**src/rtl/fetch_stage.sv**
```systemverilog
// IF stage of the RV32I pipeline: PC register, one-outstanding instruction-memory
// handshake, response parking buffer and the IF/ID pipeline register.
module fetch_stage #(
  parameter logic [31:0] RESET_PC  = 32'h0000_0000,
  parameter logic [31:0] NOP_INSTR = 32'h0000_0013
) (
  input  logic        clk,
  input  logic        rst,
  input  logic        StallF,
  input  logic        StallD,
  input  logic        FlushD,
  input  logic        PCSrcE,
  input  logic [31:0] PCTargetE,
  output logic        imem_req,
  output logic [31:0] imem_addr,
  input  logic        imem_ready,
  input  logic        imem_valid,
  input  logic [31:0] imem_rdata,
  output logic [31:0] PCF,
  output logic [31:0] InstrD,
  output logic [31:0] PCD,
  output logic [31:0] PCPlus4D,
  output logic        ValidD
);

  typedef enum logic [2:0] {
    S_IDLE,
    S_ISSUE,
    S_WAIT,
    S_HOLD,
    S_DRAIN
  } state_t;

  typedef struct packed {
    logic [31:0] instr;
    logic [31:0] pc;
    logic [31:0] pc_plus4;
    logic        valid;
  } ifid_t;

  localparam ifid_t IFID_BUBBLE = '{instr: NOP_INSTR, pc: 32'h0, pc_plus4: 32'h0, valid: 1'b0};

  state_t      state_q, state_d;
  logic [31:0] pc_q, pc_d;
  logic [31:0] buf_q, buf_d;
  ifid_t       ifid_q, ifid_d;

  logic        avail;
  logic        deliver;
  logic [31:0] avail_instr;
  logic [31:0] pc_plus4;
  logic [31:0] redirect_pc;

  assign pc_plus4    = pc_q + 32'd4;
  assign redirect_pc = PCTargetE & 32'hFFFF_FFFC;

  // An instruction is available either straight from memory or from the park buffer.
  assign avail       = ((state_q == S_WAIT) && imem_valid) || (state_q == S_HOLD);
  assign avail_instr = (state_q == S_HOLD) ? buf_q : imem_rdata;
  assign deliver     = avail && !StallF && !StallD && !PCSrcE;

  // NOTE: every signal assigned in always_comb gets a default first so no latch is inferred.
  always_comb begin
    state_d = state_q;
    pc_d    = pc_q;
    buf_d   = buf_q;

    unique case (state_q)
      S_IDLE:  state_d = S_ISSUE;
      S_ISSUE: begin
        if (!PCSrcE && imem_ready) state_d = S_WAIT;
      end
      S_WAIT: begin
        if (PCSrcE) begin
          state_d = imem_valid ? S_ISSUE : S_DRAIN;
        end else if (deliver) begin
          state_d = S_ISSUE;
        end else if (imem_valid) begin
          state_d = S_HOLD;
          buf_d   = imem_rdata;
        end
      end
      S_HOLD: begin
        if (PCSrcE || deliver) state_d = S_ISSUE;
      end
      S_DRAIN: begin
        if (imem_valid) state_d = S_ISSUE;
      end
      default: state_d = S_IDLE;
    endcase

    // Redirect outranks sequential advance; PC only moves forward on a delivery.
    if (PCSrcE) begin
      pc_d = redirect_pc;
    end else if (deliver) begin
      pc_d = pc_plus4;
    end
  end

  always_comb begin
    ifid_d = ifid_q;
    if (FlushD) begin
      ifid_d = IFID_BUBBLE;
    end else if (StallD) begin
      ifid_d = ifid_q;
    end else if (deliver) begin
      ifid_d = '{instr: avail_instr, pc: pc_q, pc_plus4: pc_plus4, valid: 1'b1};
    end else begin
      ifid_d = IFID_BUBBLE;
    end
  end

  // NOTE: sequential state uses non-blocking assignments so all registers update together.
  always_ff @(posedge clk or posedge rst) begin
    if (rst) begin
      state_q <= S_IDLE;
      pc_q    <= RESET_PC;
      buf_q   <= 32'h0;
      ifid_q  <= IFID_BUBBLE;
    end else begin
      state_q <= state_d;
      pc_q    <= pc_d;
      buf_q   <= buf_d;
      ifid_q  <= ifid_d;
    end
  end

  assign imem_req  = (state_q == S_ISSUE);
  assign imem_addr = pc_q;
  assign PCF       = pc_q;
  assign InstrD    = ifid_q.instr;
  assign PCD       = ifid_q.pc;
  assign PCPlus4D  = ifid_q.pc_plus4;
  assign ValidD    = ifid_q.valid;

endmodule

```
**config.mk**
```make
export PLATFORM = sky130hd
export DESIGN_NAME = fetch_stage
export DESIGN_NICKNAME = d
export VERILOG_FILES = /design/src/rtl/fetch_stage.sv
export SDC_FILE = /design/constraint.sdc
export NUM_CORES = 1
export LEC_CHECK = 0
export BUFFER_PORTS_ARGS = -buffer_cell sky130_fd_sc_hd__buf_2
export CAP_MARGIN = 20
export CORE_ASPECT_RATIO = 0.75
export CORE_MARGIN = 3
export CORE_UTILIZATION = 45
export CTS_CLUSTER_SIZE = 8
export DETAILED_ROUTE_END_ITERATION = 10
export PLACE_DENSITY_LB_ADDON = 0.25
export REMOVE_ABC_BUFFERS = 1
export SETUP_SLACK_MARGIN = 0.15
export SKIP_LAST_GASP = 1
export SYNTH_ARGS = -nofsm -noshare
export SYNTH_HDL_FRONTEND = slang
export SYNTH_SLANG_ARGS = --single-unit
```
**constraint.sdc**
```tcl
create_clock -name clk -period 7.4 [get_ports clk]
set_input_delay 0.37 -clock clk [delete_from_list [all_inputs] [get_ports clk]]
set_output_delay 0.37 -clock clk [all_outputs]
set_load 0.03 [all_outputs]
```
Yosys cells after proc, flatten, opt, wreduce, memory -nomap -nowiden

Cells that the tools add are included.

Flip-flop bits (word level): 164
Input bits: 72
Word-level logic and storage cells: 47

$add $sub $neg: 1
Equal/unequal tests: 9
Mux-type cells: 14
Bitwise gates (word level): 2
Reductions and logical operators: 14

Operator list:

| cell                  | count |
|---|---|
| $mux 97               | 3 |
| $mux 32               | 3 |
| $add 32x3->32 const B | 1 |
| $mux 3                | 7 |
| $pmux 3 s5            | 1 |
| $reduce_and 4->1      | 2 |
| $eq 3x2->1 const B    | 2 |
| $ne 2x1->1 const B    | 3 |
| $logic_and 1x1->1     | 5 |
| $ne 4x4->1 const B    | 1 |
| $eq 3x1->1 const B    | 1 |
| $eq 3x3->1 const B    | 1 |
| $logic_not 1->1       | 3 |
| $logic_not 3->1       | 1 |
| $logic_or 1x1->1      | 2 |
| $ne 2x2->1 const B    | 1 |
| $not 1->1             | 2 |
| $reduce_bool 2->1     | 1 |

Depth between registers and ports, before layout

Gate-level depths: netlist of run 1.

Word-level depth: 9
Gate-level depth with buffers: 7
Gate-level depth less buffers: 6

Worst setup path after synthesis of run 1

No wires, ideal clock.

Path kind: register to register
Start point: reg pc_q[2], in the netlist PCF[2]
End point: reg pc_q[20], in the netlist PCF[20]
Arrival: 2.016 ns
Required time: 7.317 ns
Path slack: 5.301 ns
Stages on the path, launching flop included: 7
Buffers on the path: 0
Clock period less this slack: 2.099 ns
Cells stage by stage: dfrtp_1 -> ha_1 -> nand3_1 -> nor3_1 -> nand4_1 -> xor2_1 -> o21ai_0

Word-level cells in the longest chain between the ends: 3

RTL lines:

| element                | RTL line | source |
|---|---|---|
| from (decl)            | 44       | `logic [31:0] pc_q, pc_d;` |
| from (signal assigned) | 122      | `pc_q <= pc_d;` |
| $add 32x3->32          | 54       | `assign pc_plus4 = pc_q + 32'd4;` |
| $mux 32                | 95       | `end else if (deliver) begin` |
| $mux 32                | 93       | `if (PCSrcE) begin` |

No other way between the ends. The select of a mux whose other input is x is not followed.
A chain may end at the register's enable or synchronous reset.

Final worst setup path of run 1

Start point: reg state_q[2]
End point: reg ifid_q, in the netlist PCD[3]

Word-level cells in the longest chain between the ends: 9
Elaborated cells between the ends (all ways): 10

RTL lines:

| element                            | RTL line | source |
|---|---|---|
| from (decl)                        | 43       | `state_t state_q, state_d;` |
| from (signal assigned)             | 121      | `state_q <= state_d;` |
| $eq 3x2->1                         | 58       | `assign avail = ((state_q == S_WAIT) && imem_valid) \|\| (state_q == S_HOLD);` |
| $logic_and 1x1->1                  | 58       |  |
| $logic_or 1x1->1 (*)               | 58       |  |
| $logic_and 1x1->1 (*) (3 in a row) | 60       | `assign deliver = avail && !StallF && !StallD && !PCSrcE;` |
| $mux 97 (*)                        | 106      | `end else if (deliver) begin` |
| $mux 97 (*)                        | 104      | `end else if (StallD) begin` |
| $mux 97 (*)                        | 102      | `if (FlushD) begin` |
| to (signal assigned)               | 124      | `ifid_q <= ifid_d;` |
| to (decl)                          | 46       | `ifid_t ifid_q, ifid_d;` |

Every way passes the cells marked *; elsewhere a longest branch is shown, timed or not. The select of a mux whose other input is x is not followed.

==> implementation parameters, run 1 <==
Parameter                              Value

Clock network
  Num Clock Sinks    159
  TritonCTS clock tree    done
  Cts repair resizes    0
  Clock Latency Late Sink    430 ps
  CTS Buf Count    17
  Cell at the root of the clock tree    sky130_fd_sc_hd__clkbuf_16
  Clock transition at the registers of the reported paths    60 ps
  Number of buffers inserted to repair setup after CTS    0
  Maximum root-to-sink buffer count    2
  Number of buffers added to fix hold violations after cts    0
  H-Tree Level Count    4

Final layout
  Final #Nets    between 900 and 1000
  Final antenna diode count    0
  Layout cell share with drive strength beyond 1    39.91%
  Layout area overhead    19.92%
  FILL cells    1480

Global routing
  GRT Overall Usage    20.33%
  First-pass GRT wire length    30130 um
  Largest net degree at the start of global routing    87
  Overflow left after global routing    0
  Antenna violations before repair    0
  Via count of the first global-routing pass    5501

STA
  Headroom to the max-slew limit    28.96%
  Measured slew at the worst slew-check pin    1062 ps
  Share of the clock period used by the worst path    34.68%
  Minimum clock period    2566 ps
  Final hold violation count    0
  Setup repair after global routing missed its margin    false
  Worst clock skew    9.335 ps
  FMAX    389.7 MHz
  Summed negative setup slack over all endpoints    0 ps
  Final count of pins violating max slew    0
  Count of final setup violators    0

Critical path
  Library cell contributing the largest single delay on the critical path    sky130_fd_sc_hd__nor3_4
  Startpoint type of the worst setup path    flip-flop
  Type of element capturing the critical path    flip-flop
  Slowest Stage Delay on Critical Path    between 600 and 700 ps
  Cells along the critical path    nand2b_2 > or4_4 > nor3_4 > buf_4 > a22o_1
  Required time reported for the critical path endpoint    7760 ps
  Signal arrival time at the worst endpoint    2930 ps
  Worst-path fanout max    17
  WS Path Type    reg -> reg

Yosys
  Synth cell types    42
  Area share of the largest cell type after synthesis    about half
  Synth Register Bits    159
  Syn Std Cell Area    7677 um^2
  Cell count after synthesis    707
  Per-instance average area after synthesis    10.86 um^2
  Most area-hungry cell type in the Yosys netlist    sky130_fd_sc_hd__dfrtp_1
  Largest cells by area after synthesis    sky130_fd_sc_hd__dfrtp_1 (51%), sky130_fd_sc_hd__o21ai_2 (5.6%), sky130_fd_sc_hd__nand2_1 (5.3%), sky130_fd_sc_hd__xor2_1 (4.7%), sky130_fd_sc_hd__mux2i_1 (4.3%)
  Synthesis Warnings    0
  Share of synthesized area occupied by flip-flops and latches    51.87%

Routing
  Iter 0 DRT Violations    roughly 250
  Wire length after detailed routing    18650 um
  Pre-Repair DR Iteration Count    5
  Post-route ant nets    0
  DRC violation count after routing    0
  Number of vias in the routed layout    5669
  Detailed-route vias per instance    5.168
  Average wire per cell in the routed design    17.00 um

Die
  Die span in y    119.1 um
  Core box area    16370 um^2
  Site row count    40
  Boundary pin count    ~230
  Initial core utilization    46.91%
  Die Width    about 160 um
  Floorplan die area    around 19000 um^2

Pwr
  Power density of the placed cells    between 200 and 250 nW/um^2
  Total Power    2.172 mW
  Pleak    4.689 nW
  Peak ir drop on the vdd network    0.1322 mV

Placement
  Final RePlAce weighted congestion    roughly 0.8
  Detailed-placement wirelength estimate    12350 um
  Count of buffers inserted at the top-level ports    227

Run
  Max-cap viol count    0

Run status
  Run status    finished, final reports clean

Hold path
  Worst hold-check path type    in -> async
## kinds of logic (layout without fill, tap and decap cells)
logic type | Yosys count | after routing | share of synthesized area [%]
flip-flops | 159 | 159 | 51.87
buffers and inverters | 92 | 269 | 7.415
adder cells (fa/ha/maj) | 1 | 1 | 0.1629
XOR/XNOR | 57 | 57 | 6.502
multiplexers | 65 | 65 | 8.996
other | 1 | 4 | 0.04884
AO/OA/AOI/OAI | 127 | 127 | 12.14
AND/OR/NAND/NOR | 205 | 205 | 12.86
## layer usage
layer	wire (um)	global-route usage (%)
met1	8799	28.39
met2	8610	31.62
met3	949	4.177
met4	293	6.780
met5	0	0
## registers in the layout, indices dropped and copies added, names as in the netlist
| register | cells |
|---|---|
| InstrD | 32 |
| buf_q | 32 |
| PCD | 31 |
| PCF | 30 |
| PCPlus4D | 30 |
| state_q | 3 |
| ValidD | 1 |
## critical path: cells and delay by family (launching register included)
kind | cells | cell delay, ps
buf+inv | 1 | 400
compound gates | 1 | 180
flops | 1 | 420
simple gates | 3 | 1490
## cell usage after synthesis, drive strengths merged
cell type and number:
nand2 108, or4 1, ha 1, dfstp 3
nor2 17, xnor2 16, nor2b 2, nand3 22
buf 64, nand2b 2, xor2 41, mux2 32
mux2i 33, and2 5, nand4 23, o21ai 91
a21oi 6, nor4b 1, and4 3, clkbuf 24
nor4 5, a22o 30, conb 1, nor3b 1
inv 4, dfrtp 156, or2 2, nor3 9
or3 1, and3 3
## stage by stage
stage | std cells | hold slack, ps | setup WS, ps | instance area, um^2 | util, %
detailed placement | 1066 | 461.2 | 4794 | 8625 | 52.70
CTS | 1096 | 120.0 | 4790 | 9186 | 56.13
finish | 1097 | 92.52 | 4834 | 9206 | 56.25
global placement | 1066 | 456.8 | 4807 | 8625 | 52.70
global route | 1097 | 146.2 | 4632 | 9206 | 56.25
floorplan | 622 | 440.8 | 2743 | 7134 | -
## cells in the final DEF, fill, tap and decap left out, types with 2 or more instances in the layout
cell                         count
sky130_fd_sc_hd__buf_2         227
sky130_fd_sc_hd__dfrtp_1       156
sky130_fd_sc_hd__nand2_1       107
sky130_fd_sc_hd__o21ai_2        49
sky130_fd_sc_hd__xor2_1         41
sky130_fd_sc_hd__mux2i_1        33
sky130_fd_sc_hd__a22o_1         30
sky130_fd_sc_hd__o21ai_0        28
sky130_fd_sc_hd__mux2_2         24
sky130_fd_sc_hd__nand4_1        23
sky130_fd_sc_hd__nand3_1        22
sky130_fd_sc_hd__nor2_1         17
sky130_fd_sc_hd__clkbuf_16      17
sky130_fd_sc_hd__xnor2_1        16
sky130_fd_sc_hd__o21ai_1        14
sky130_fd_sc_hd__mux2_1          8
sky130_fd_sc_hd__nor3_1          7
sky130_fd_sc_hd__buf_4           7
sky130_fd_sc_hd__a21oi_1         6
sky130_fd_sc_hd__and2_1          5
sky130_fd_sc_hd__nor4_2          4
sky130_fd_sc_hd__conb_1          4
sky130_fd_sc_hd__clkinvlp_4      4
sky130_fd_sc_hd__clkinv_2        4
sky130_fd_sc_hd__dfstp_2         3
sky130_fd_sc_hd__and4_1          3
sky130_fd_sc_hd__inv_1           3
sky130_fd_sc_hd__and3_1          3
sky130_fd_sc_hd__bufinv_16       2
## power by group
part / total [mW] / switching (mW) / internal (mW)
combinational: 0.318 / 0.196 / 0.122
sequential: 1.01 / 0.0650 / 0.942
clock: 0.846 / 0.347 / 0.499
## final timing paths
kind                          startpoint         end  slack [ps]  depth (start not counted)
min reg2reg                   InstrD[28]  InstrD[28]         470                          2
max                           state_q[2]      PCD[3]        4830                          5
max in group asynchronous            rst     PCF[14]        5860                          3
min                                  rst   buf_q[15]          90                          2
min in group clk           PCTargetE[17]     PCF[17]         150                          3
max reg2reg                   state_q[2]      PCD[3]        4830                          5
## area by class of cell
type                    instances  area, um^2  share of cell area, %
inverters                       4       20.02                 0.2175
well taps                     210       262.8                  2.854
multi-input cells             459        3171                  34.44
flip-flops and latches        159        3983                  43.26
clock buffers                  19       442.9                  4.811
clock inverters                11       118.9                  1.291
repair buffers                235        1209                  13.13
No activity file was read; power rests on OpenSTA's default activity.
==> inputs of run 2 (changes only) <==
- ABC_AREA: default -> 1
- clock period: 7.4 -> 2.6 ns (I/O delays scaled with it)
==> implementation parameters, run 2 <==
Parameter                              Value

Die
  Initial core utilization    47.08% (+0.17 points)
  Site row count    40 (unchanged)
  Die span in y    119.7 um (+0.47%)
  Die Width    157.6 um (+0.47%)
  Core box area    16470 um^2 (+0.61%)
  Boundary pin count    234 (unchanged)
  Floorplan die area    18860 um^2 (+0.94%)

Critical path
  Worst-path fanout max    7 (-10)
  Type of element capturing the critical path    flip-flop
  Startpoint type of the worst setup path    flip-flop
  Signal arrival time at the worst endpoint    2350 ps (-580 ps)
  Required time reported for the critical path endpoint    2900 ps (-4860 ps)
  WS Path Type    reg -> reg

Yosys
  Share of synthesized area occupied by flip-flops and latches    51.37% (-0.50 points)
  Synth cell types    27 (-36%)
  Share of synthesized registers carrying an async set or reset    100.0% (unchanged)
  Number of synthesized flops with an enable pin    0 (unchanged)
  Synthesis Warnings    0 (unchanged)
  Primary FF master, synth    sky130_fd_sc_hd__dfrtp_1
  Most area-hungry cell type in the Yosys netlist    sky130_fd_sc_hd__dfrtp_1
  Syn Std Cell Area    7752 um^2 (+0.98%)
  Per-instance average area after synthesis    7.722 um^2 (-29%)
  Count leader, synth    sky130_fd_sc_hd__nand2_1
  Leading cell types by count after synthesis    sky130_fd_sc_hd__nand2_1 (405), sky130_fd_sc_hd__dfrtp_1 (156), sky130_fd_sc_hd__inv_1 (86)
  Largest cells by area after synthesis    sky130_fd_sc_hd__dfrtp_1 (50%), sky130_fd_sc_hd__nand2_1 (20%), sky130_fd_sc_hd__o21ai_0 (4.3%), sky130_fd_sc_hd__buf_4 (4.2%), sky130_fd_sc_hd__inv_1 (4.2%)
  Area share of the largest cell type after synthesis    50.36% (-0.49 points)
  Cell count after synthesis    1004 (+42%)
  Synth Register Bits    159 (unchanged)

STA
  Worst clock skew    11.99 ps (+2.659 ps)
  Count of final setup violators    0 (unchanged)
  Share of the clock period used by the worst path    78.70% (+44 points)
  Measured slew at the worst slew-check pin    753.2 ps (-308.7 ps)
  Minimum clock period    2046 ps (-520.1 ps)
  Setup repair after global routing missed its margin    false
  Setup WS post-layout    553.8 ps (-4280 ps)
  Final hold violation count    0 (unchanged)
  FMAX    488.7 MHz (+25%)
  Final count of pins violating max slew    0 (unchanged)
  Headroom to the max-slew limit    49.71% (+21 points)

Pwr
  Peak ir drop on the vdd network    0.4213 mV (+220%)
  Power density of the placed cells    760.9 nW/um^2 (+220%)
  Total Power    7.526 mW (+250%)
  Pleak    5.481 nW (+17%)

Run status
  Run status    finished, final reports clean

Placement
  Final RePlAce weighted congestion    0.8805 (+13%)
  Count of buffers inserted at the top-level ports    227 (unchanged)
  Detailed-placement wirelength estimate    15270 um (+24%)
  Post-Place Worst Slack    593.5 ps (-4201 ps)

Routing
  Detailed-route vias per instance    4.984 (-3.6%)
  Iter 0 DRT Violations    593 (+130%)
  Average wire per cell in the routed design    15.57 um (-8.4%)
  Wire length after detailed routing    22680 um (+22%)
  WL met2    10120 um (+18%)
  Top Metal Used    met5
  DRC violation count after routing    0 (unchanged)
  Total routed wire length on the met1 layer    10770 um (+22%)
  Wire length on met3    1620 um (+71%)
  Post-route ant nets    0 (unchanged)
  Pre-Repair DR Iteration Count    5 (unchanged)
  Number of vias in the routed layout    7261 (+28%)

Clock network
  Clock transition at the registers of the reported paths    70 ps (about the same)
  CTS Buf Count    17 (unchanged)
  Maximum root-to-sink buffer count    2 (unchanged)
  TritonCTS clock tree    done
  Cts repair resizes    0 (unchanged)
  Clock Latency Late Sink    420 ps (about the same)
  Cell at the root of the clock tree    sky130_fd_sc_hd__clkbuf_16
  H-Tree Level Count    4 (unchanged)
  Number of buffers inserted to repair setup after CTS    0 (unchanged)
  Num Clock Sinks    159 (unchanged)

Final layout
  Top library cells by usage in the layout, fill and taps aside    sky130_fd_sc_hd__nand2_1 (405), sky130_fd_sc_hd__buf_2 (227), sky130_fd_sc_hd__dfrtp_1 (156)
  Final #Nets    1307 (+38%)
  Most common library cell in the layout ignoring fill and taps    sky130_fd_sc_hd__nand2_1
  Layout cell share with drive strength beyond 1    23.34% (-17 points)
  Final antenna diode count    0 (unchanged)
  Layout area overhead    27.58%

Global routing
  GRT Overall Usage    24.32% (+4.0 points)
  First-pass GRT wire length    36570 um (+21%)
  Overflow left after global routing    0 (unchanged)
  Largest net degree at the start of global routing    92 (+5.7%)
  Via count of the first global-routing pass    6937 (+26%)
  Antenna violations before repair    1 (+1)

Hold path
  Worst hold-check path type    in -> reg

Run
  Max-cap viol count    0 (unchanged)
run 2: cell types whose count changed in the layout (fill, tap and decap cells not counted), sizes merged, moves of 31 or more:
cell,previous run,this run
mux2i,33,0
mux2,32,0
dlygate4sd3,0,48
o211ai,0,35
nand2,108,408
inv,4,95
nor2,17,72
nand3,22,53
xor2,41,2
run 2: cells by family (layout without fill, tap and decap cells):
kind of cell / count (synthesis) / after routing / synth area share, %
AND/OR/NAND/NOR: 543 / 543 / 27.97
buffers and inverters: 168 / 408 / 10.65
flip-flops: 159 / 159 / 51.37
AO/OA/AOI/OAI: 130 / 130 / 9.571
XOR/XNOR: 2 / 2 / 0.2260
adder cells (fa/ha/maj): 1 / 1 / 0.1614
other: 1 / 4 / 0.04837
run 2: path summary, 6_finish.rpt:
kind	startpoint	end	slack [ps]	cells past startpoint
setup / recovery	PCF[2]	PCF[26]	550	10
hold / removal	imem_rdata[15]	buf_q[15]	10	3
setup reg to reg	PCF[2]	PCF[26]	550	10
hold reg to reg	PCPlus4D[12]	PCPlus4D[12]	470	2
max in group asynchronous	rst	InstrD[1]	1540	4
min in group asynchronous	rst	InstrD[12]	310	3
run 2: stage by stage:
step                cells  hold WS (ps)  util [%]  setup TNS (ps)  instance area (um^2)
finish               1457         9.507     60.07               0                  9891
global route         1457         12.63     60.07               0                  9891
CTS                  1457       0.06936     60.07               0                  9891
detailed placement   1377         228.4     53.46               0                  8803
global placement     1377         219.1     53.46               0                  8803
floorplan             930         237.5         -         -338380                  7279
run 2: final cells by class:
type / instances / area [um^2]
Clock inverter: 12 / 160.2
Multi-Input combinational cell: 680 / 2963
Fill cell: 1496 / 6575
Timing Repair Buffer: 285 / 1729
Sequential cell: 159 / 3983
Tap cell: 210 / 262.8
Inverter: 91 / 346.6
Clock buffer: 20 / 446.7
run 2: report_power, final:
part	switching [mW]	leakage [nW]	internal [mW]
clock	1.07	0.284	1.55
sequential	0.302	2.11	2.82
combinational	1.25	3.09	0.539
total	2.61	5.48	4.91
run 2: repair_timing:
item                                    4_1_cts  5_1_grt
endpoints found under the setup margin        0        0
hold buffers                                 48        0
hold endpoints to repair                     98        0
run 2: metal layers:
layer,track usage (%),vias up
li1,-,3581
met1,36.41,3412
met2,36.84,250
met3,4.831,16
met4,4.824,2
met5,0,-
run 2: worst max-delay path, cell delays in order, from the launching register on:
cell	delay, ps
sky130_fd_sc_hd__dfrtp_1	490
sky130_fd_sc_hd__ha_1	320
sky130_fd_sc_hd__nand3_1	250
sky130_fd_sc_hd__inv_1	210
sky130_fd_sc_hd__nand2_1	160
sky130_fd_sc_hd__inv_1	170
sky130_fd_sc_hd__nand2_1	70
sky130_fd_sc_hd__nand2_1	60
sky130_fd_sc_hd__nand2_1	70
sky130_fd_sc_hd__nand2_1	70
sky130_fd_sc_hd__nand2_1	60
